[src/rtl/porownanie_sync.sv]
// ---------------------------------------------------------------------------
// porownanie_sync
//
// Registered signed comparator. It reports whether operand A is strictly
// greater than operand B. Both operands are two's complement. The flag is
// captured into a single output register on every rising edge of i_clk.
// There is no enable and no handshake.
//
// Parameters:
//   BITS      operand width, legal range 2..64 (default 32)
//
// Ports:
//   i_clk     system clock, rising-edge active
//   i_rst     asynchronous, active-high reset; forces o_result to 0
//   i_arg_A   operand A, two's complement, BITS wide
//   i_arg_B   operand B, two's complement, BITS wide
//   o_result  registered flag: 1 when $signed(A) > $signed(B), else 0
// ---------------------------------------------------------------------------
module porownanie_sync #(
    parameter int BITS = 32
) (
    input  logic            i_clk,
    input  logic            i_rst,
    input  logic [BITS-1:0] i_arg_A,
    input  logic [BITS-1:0] i_arg_B,
    output logic            o_result
);

    localparam int MAG = BITS - 1;

    // Per-bit terms of the magnitude compare:
    //   bit_diff[i] means the operands differ at bit i.
    //   bit_gt[i]   means A has a 1 and B has a 0 at bit i.
    logic [MAG-1:0] bit_diff;
    logic [MAG-1:0] bit_gt;

    genvar gi;
    generate
        for (gi = 0; gi < MAG; gi++) begin : g_bit
            assign bit_diff[gi] = i_arg_A[gi] ^ i_arg_B[gi];
            assign bit_gt[gi]   = i_arg_A[gi] & ~i_arg_B[gi];
        end
    endgenerate

    logic sign_a;
    logic sign_b;
    assign sign_a = i_arg_A[BITS-1];
    assign sign_b = i_arg_B[BITS-1];

    // Scan the magnitude bits MSB first. The first differing bit decides the
    // result, and later bits are ignored once a decision is made. When both
    // signs are equal, an unsigned compare of the lower bits gives the signed
    // order. This holds for two negatives too, because a larger low part
    // means a value closer to zero.
    logic mag_gt;
    logic decided;

    always_comb begin
        mag_gt  = 1'b0;
        decided = 1'b0;
        for (int i = MAG - 1; i >= 0; i--) begin
            if (!decided && bit_diff[i]) begin
                mag_gt  = bit_gt[i];
                decided = 1'b1;
            end
        end
    end

    // If the signs differ, A is greater exactly when A is non-negative.
    // Equal operands leave mag_gt at 0, so the compare is strict.
    logic result_d;
    logic result_q;

    always_comb begin
        result_d = 1'b0;
        if (sign_a != sign_b) begin
            result_d = ~sign_a;
        end else begin
            result_d = mag_gt;
        end
    end

    always_ff @(posedge i_clk or posedge i_rst) begin
        if (i_rst) begin
            result_q <= 1'b0;
        end else begin
            result_q <= result_d;
        end
    end

    assign o_result = result_q;

endmodule

[config.mk]
export PLATFORM = sky130hd
export DESIGN_NAME = porownanie_sync
export DESIGN_NICKNAME = d
export VERILOG_FILES = /design/src/rtl/porownanie_sync.sv
export SDC_FILE = /design/constraint.sdc
export NUM_CORES = 1
export LEC_CHECK = 0
export CAP_MARGIN = 5
export CORE_ASPECT_RATIO = 0.7
export CORE_MARGIN = 5
export CORE_UTILIZATION = 34
export CTS_CLUSTER_DIAMETER = 50
export DETAILED_ROUTE_END_ITERATION = 10
export GPL_TIMING_DRIVEN = 0
export PLACE_DENSITY = 0.77
export SETUP_SLACK_MARGIN = 0.5
export SYNTH_ARGS = -nofsm -noshare
export SYNTH_HDL_FRONTEND = slang
export SYNTH_SLANG_ARGS = --single-unit
[constraint.sdc]
create_clock -name i_clk -period 0.8 [get_ports i_clk]
set_clock_uncertainty 0.05 [all_clocks]
set_input_delay 0.16 -clock i_clk [delete_from_list [all_inputs] [get_ports i_clk]]
set_output_delay 0.16 -clock i_clk [all_outputs]
set_load 0.01 [all_outputs]
==> metrics.txt <==
# TYPE chip_impl_metric gauge
chip_impl_metric{name="syn-num-nets",unit=""} 262
chip_impl_metric{name="cp_data_arrival_time",unit="ps"} 2080
chip_impl_metric{name="actual_transition_at_the_worst_max_transition_pin",unit="ps"} 326
chip_impl_metric{name="post_drt_via_cell_ratio",unit=""} 5.18
chip_impl_metric{name="vias_in_the_first_global_route",unit=""} 1414
chip_impl_metric{name="post_route_cells_drive_above_1_share",unit=""} 0.537
chip_impl_metric{name="drcViolationCount",unit=""} 0
chip_impl_info{name="setup_repair_after_global_routing_missed_its_margin",value="yes"} 1
chip_impl_metric{name="multi_input_comb_area",unit="mm^2"} 0.00144
chip_impl_info{name="outcome",value="finished with violations"} 1
chip_impl_metric{name="clk_pin_slew_worst_paths",unit="ps"} 0
chip_impl_metric{name="postSynth.asyncResetShare",unit=""} 1.00
chip_impl_metric{name="area_growth",unit="%"} 126
chip_impl_metric{name="grt_usage",unit=""} 0.156
chip_impl_info{name="synth-main-ff-cell",value="sky130_fd_sc_hd__dfrtp_1"} 1
chip_impl_metric{name="worst-path-max-fanout",unit=""} 3
chip_impl_metric{name="ioPinCount",unit=""} 67
chip_impl_metric{name="rows",unit=""} 17
chip_impl_metric{name="aggregate_global_routing_overflow",unit=""} 0
chip_impl_metric{name="timing.final.hold_violations",unit=""} 0
chip_impl_info{name="failed_checks",value="setup timing"} 1
chip_impl_metric{name="synth.yosys.warnings",unit=""} 0
chip_impl_metric{name="postLayoutSetupSlackWorst",unit="ps"} -1460
chip_impl_metric{name="final.setup.tns",unit="ps"} -1460
chip_impl_metric{name="worst_ep_required_time",unit="ps"} 620
chip_impl_metric{name="synth.top_cell.area_share",unit=""} 0.349
chip_impl_metric{name="chipHeight",unit="um"} 57.9
chip_impl_info{name="critical_path.startpoint_type",value="input port"} 1
chip_impl_metric{name="period_minus_ws_final",unit="ps"} 2260
chip_impl_metric{name="yosys_reg_bits",unit=""} 1
chip_impl_metric{name="post_layout_net_count",unit=""} 356
chip_impl_metric{name="synth_cell_type_count",unit=""} 35
chip_impl_metric{name="synthesis.area_per_instance",unit="um^2"} 6.74
chip_impl_metric{name="largest_reg_flops",unit=""} 1
chip_impl_metric{name="final_design_area_no_fill",unit="mm^2"} 0.00251
chip_impl_metric{name="portBuffers",unit=""} 66
chip_impl_metric{name="grt_antenna_before_repair",unit=""} 0
chip_impl_metric{name="finalCritPeriodShare",unit=""} 2.82
chip_impl_metric{name="postSynthCellCount",unit=""} 165
chip_impl_metric{name="first_iter_violations",unit=""} 47
chip_impl_metric{name="grt_pass1_wl",unit="um"} 6060
chip_impl_metric{name="vdd.ir_drop.worst",unit="mV"} 0.314
chip_impl_metric{name="yosysSeqAreaShare",unit=""} 0.0225
chip_impl_metric{name="core",unit="mm^2"} 0.00315
chip_impl_metric{name="standard_cell_area_after_detailed_placement",unit="mm^2"} 0.00201
chip_impl_info{name="final_common_cell",value="sky130_fd_sc_hd__ha_4"} 1
chip_impl_info{name="holdCritPathClass",value="input port to asynchronous set/reset pin"} 1
chip_impl_metric{name="detail-route-antenna-nets",unit=""} 0
chip_impl_metric{name="hpwlAfterDp",unit="um"} 2850
chip_impl_metric{name="relative_slew_slack",unit=""} 0.777
chip_impl_metric{name="avgRoutedWirePerCell",unit="um"} 15.3
chip_impl_metric{name="postRouteWirelength",unit="um"} 4520
chip_impl_metric{name="p_leak",unit="nW"} 1.25
chip_impl_info{name="synth_top_cells_by_area",value="sky130_fd_sc_hd__ha_1, sky130_fd_sc_hd__inv_1, sky130_fd_sc_hd__o21ai_0, sky130_fd_sc_hd__a21oi_1, sky130_fd_sc_hd__nand2_1"} 1
chip_impl_metric{name="routabilityCongestion",unit=""} 0.766
chip_impl_metric{name="synth_edf_count",unit=""} 0
chip_impl_metric{name="detail_route.first_pass.iterations",unit=""} 4
chip_impl_metric{name="max_freq",unit="GHz"} 0.443
chip_impl_metric{name="maxcap_viol_count",unit=""} 0
chip_impl_metric{name="insertedDiodeCount",unit=""} 0
chip_impl_metric{name="die_width",unit="um"} 78.4
chip_impl_info{name="worstSetupPathType",value="input port to register"} 1
chip_impl_info{name="post-synth-top-area-cell",value="sky130_fd_sc_hd__ha_1"} 1
chip_impl_metric{name="timing.final.max_slew_violations",unit=""} 0
chip_impl_metric{name="grt_start_max_net_pins",unit=""} 7
chip_impl_metric{name="route.vias.total",unit=""} 1527
chip_impl_metric{name="fillerInstances",unit=""} 208
chip_impl_info{name="setup.worst_path.end_class",value="register"} 1
chip_impl_metric{name="die_area",unit="mm^2"} 0.00453
chip_impl_info{name="final_cell_mix",value="sky130_fd_sc_hd__ha_4, sky130_fd_sc_hd__inv_2, sky130_fd_sc_hd__buf_4"} 1
chip_impl_metric{name="post_synth_instance_area",unit="mm^2"} 0.00111
chip_impl_metric{name="p_per_area",unit="mW/mm^2"} 621
chip_impl_metric{name="seq_area",unit="um^2"} 25.0
chip_impl_metric{name="start_util",unit=""} 0.353
chip_impl_metric{name="total_power",unit="mW"} 1.56
chip_impl_metric{name="finalSetupViolations",unit=""} 1
-- where the power goes --
part / switching (mW) / leakage, nW / internal, mW
logic: 0.650 / 1.24 / 0.850
registers: 0.00186 / 0.0119 / 0.0586
clock network: 0 / 0 / 0
total: 0.652 / 1.25 / 0.908
-- Yosys cell counts, types with 2 or more instances --
master and count:
sky130_fd_sc_hd__a21oi_1 10, sky130_fd_sc_hd__a311oi_1 2, sky130_fd_sc_hd__a31oi_1 2, sky130_fd_sc_hd__ha_1 31, sky130_fd_sc_hd__inv_1 38, sky130_fd_sc_hd__mux2i_1 3
sky130_fd_sc_hd__nand2_1 12, sky130_fd_sc_hd__nand2b_1 5, sky130_fd_sc_hd__nand3_1 8, sky130_fd_sc_hd__nor2_1 9, sky130_fd_sc_hd__nor2b_1 2, sky130_fd_sc_hd__nor3_1 2
sky130_fd_sc_hd__o2111ai_1 2, sky130_fd_sc_hd__o21ai_0 15, sky130_fd_sc_hd__o22ai_1 3, sky130_fd_sc_hd__or2_2 2
-- cell families (layout without fill, tap and decap cells) --
family | after synthesis | count (layout) | synth area share
AO/OA/AOI/OAI | 41 | 41 | 0.224
buffers and inverters | 38 | 130 | 0.128
adder cells (fa/ha/maj) | 32 | 32 | 0.358
multiplexers | 3 | 3 | 0.0270
flip-flops | 1 | 1 | 0.0225
AND/OR/NAND/NOR | 50 | 50 | 0.241
-- through the flow --
stage	std cells	hold WS [ps]	setup WS, ps	utilization
after floorplan	165	-161	-1240	-
after global placement	269	256	-2050	0.638
after detailed placement	269	252	-2050	0.638
after CTS	285	82.0	-1600	0.684
after global routing	295	42.3	-1540	0.798
final	295	27.9	-1460	0.798
-- critical path, stage by stage --
cell                            delay, ps
sky130_fd_sc_hd__dlygate4sd2_1        270
sky130_fd_sc_hd__ha_4                 240
sky130_fd_sc_hd__or2_4                240
sky130_fd_sc_hd__a21o_4               220
sky130_fd_sc_hd__o21ai_4              140
sky130_fd_sc_hd__a21oi_4               80
sky130_fd_sc_hd__o41ai_2              340
sky130_fd_sc_hd__a21oi_1               90
sky130_fd_sc_hd__maj3_2               290
-- per-layer routing --
layer  routed length (um)  part of all wire  up-vias  global-route usage
met5                    0                 0        -                   0
met4                  101             0.022        0              0.0125
met3                  273             0.060       12              0.0217
met2                 2290              0.51       63               0.268
met1                 1860              0.41      689               0.218
li1                     -                 -      763                   -
-- cell type report --
type                            count  area share
Inverter                           38      0.0647
Sequential cell                     1     0.00996
Timing Repair Buffer               92       0.335
Multi-Input combinational cell    126       0.571
Tap cell                           38      0.0189
-- worst max path at each step --
stage	from	to	slack (ps)	cells after the start
3_3_place_gp	i_arg_B[22]	o_result	-2050	10
3_5_place_dp	i_arg_B[22]	o_result	-2050	10
6_report	i_arg_A[3]	o_result	-1460	9
4_1_cts	i_arg_B[22]	o_result	-1600	10
2_1_floorplan	i_arg_B[22]	o_result	-1240	9
5_1_grt	i_arg_A[3]	o_result	-1540	9
-- timing repair --
item	CTS	global route
pin swaps	28	38
hold buffers	0	0
setup endpoints to repair	3	3
resized for setup	123	91
setup buffers	16	10
Power figures use the tool's default switching activity.
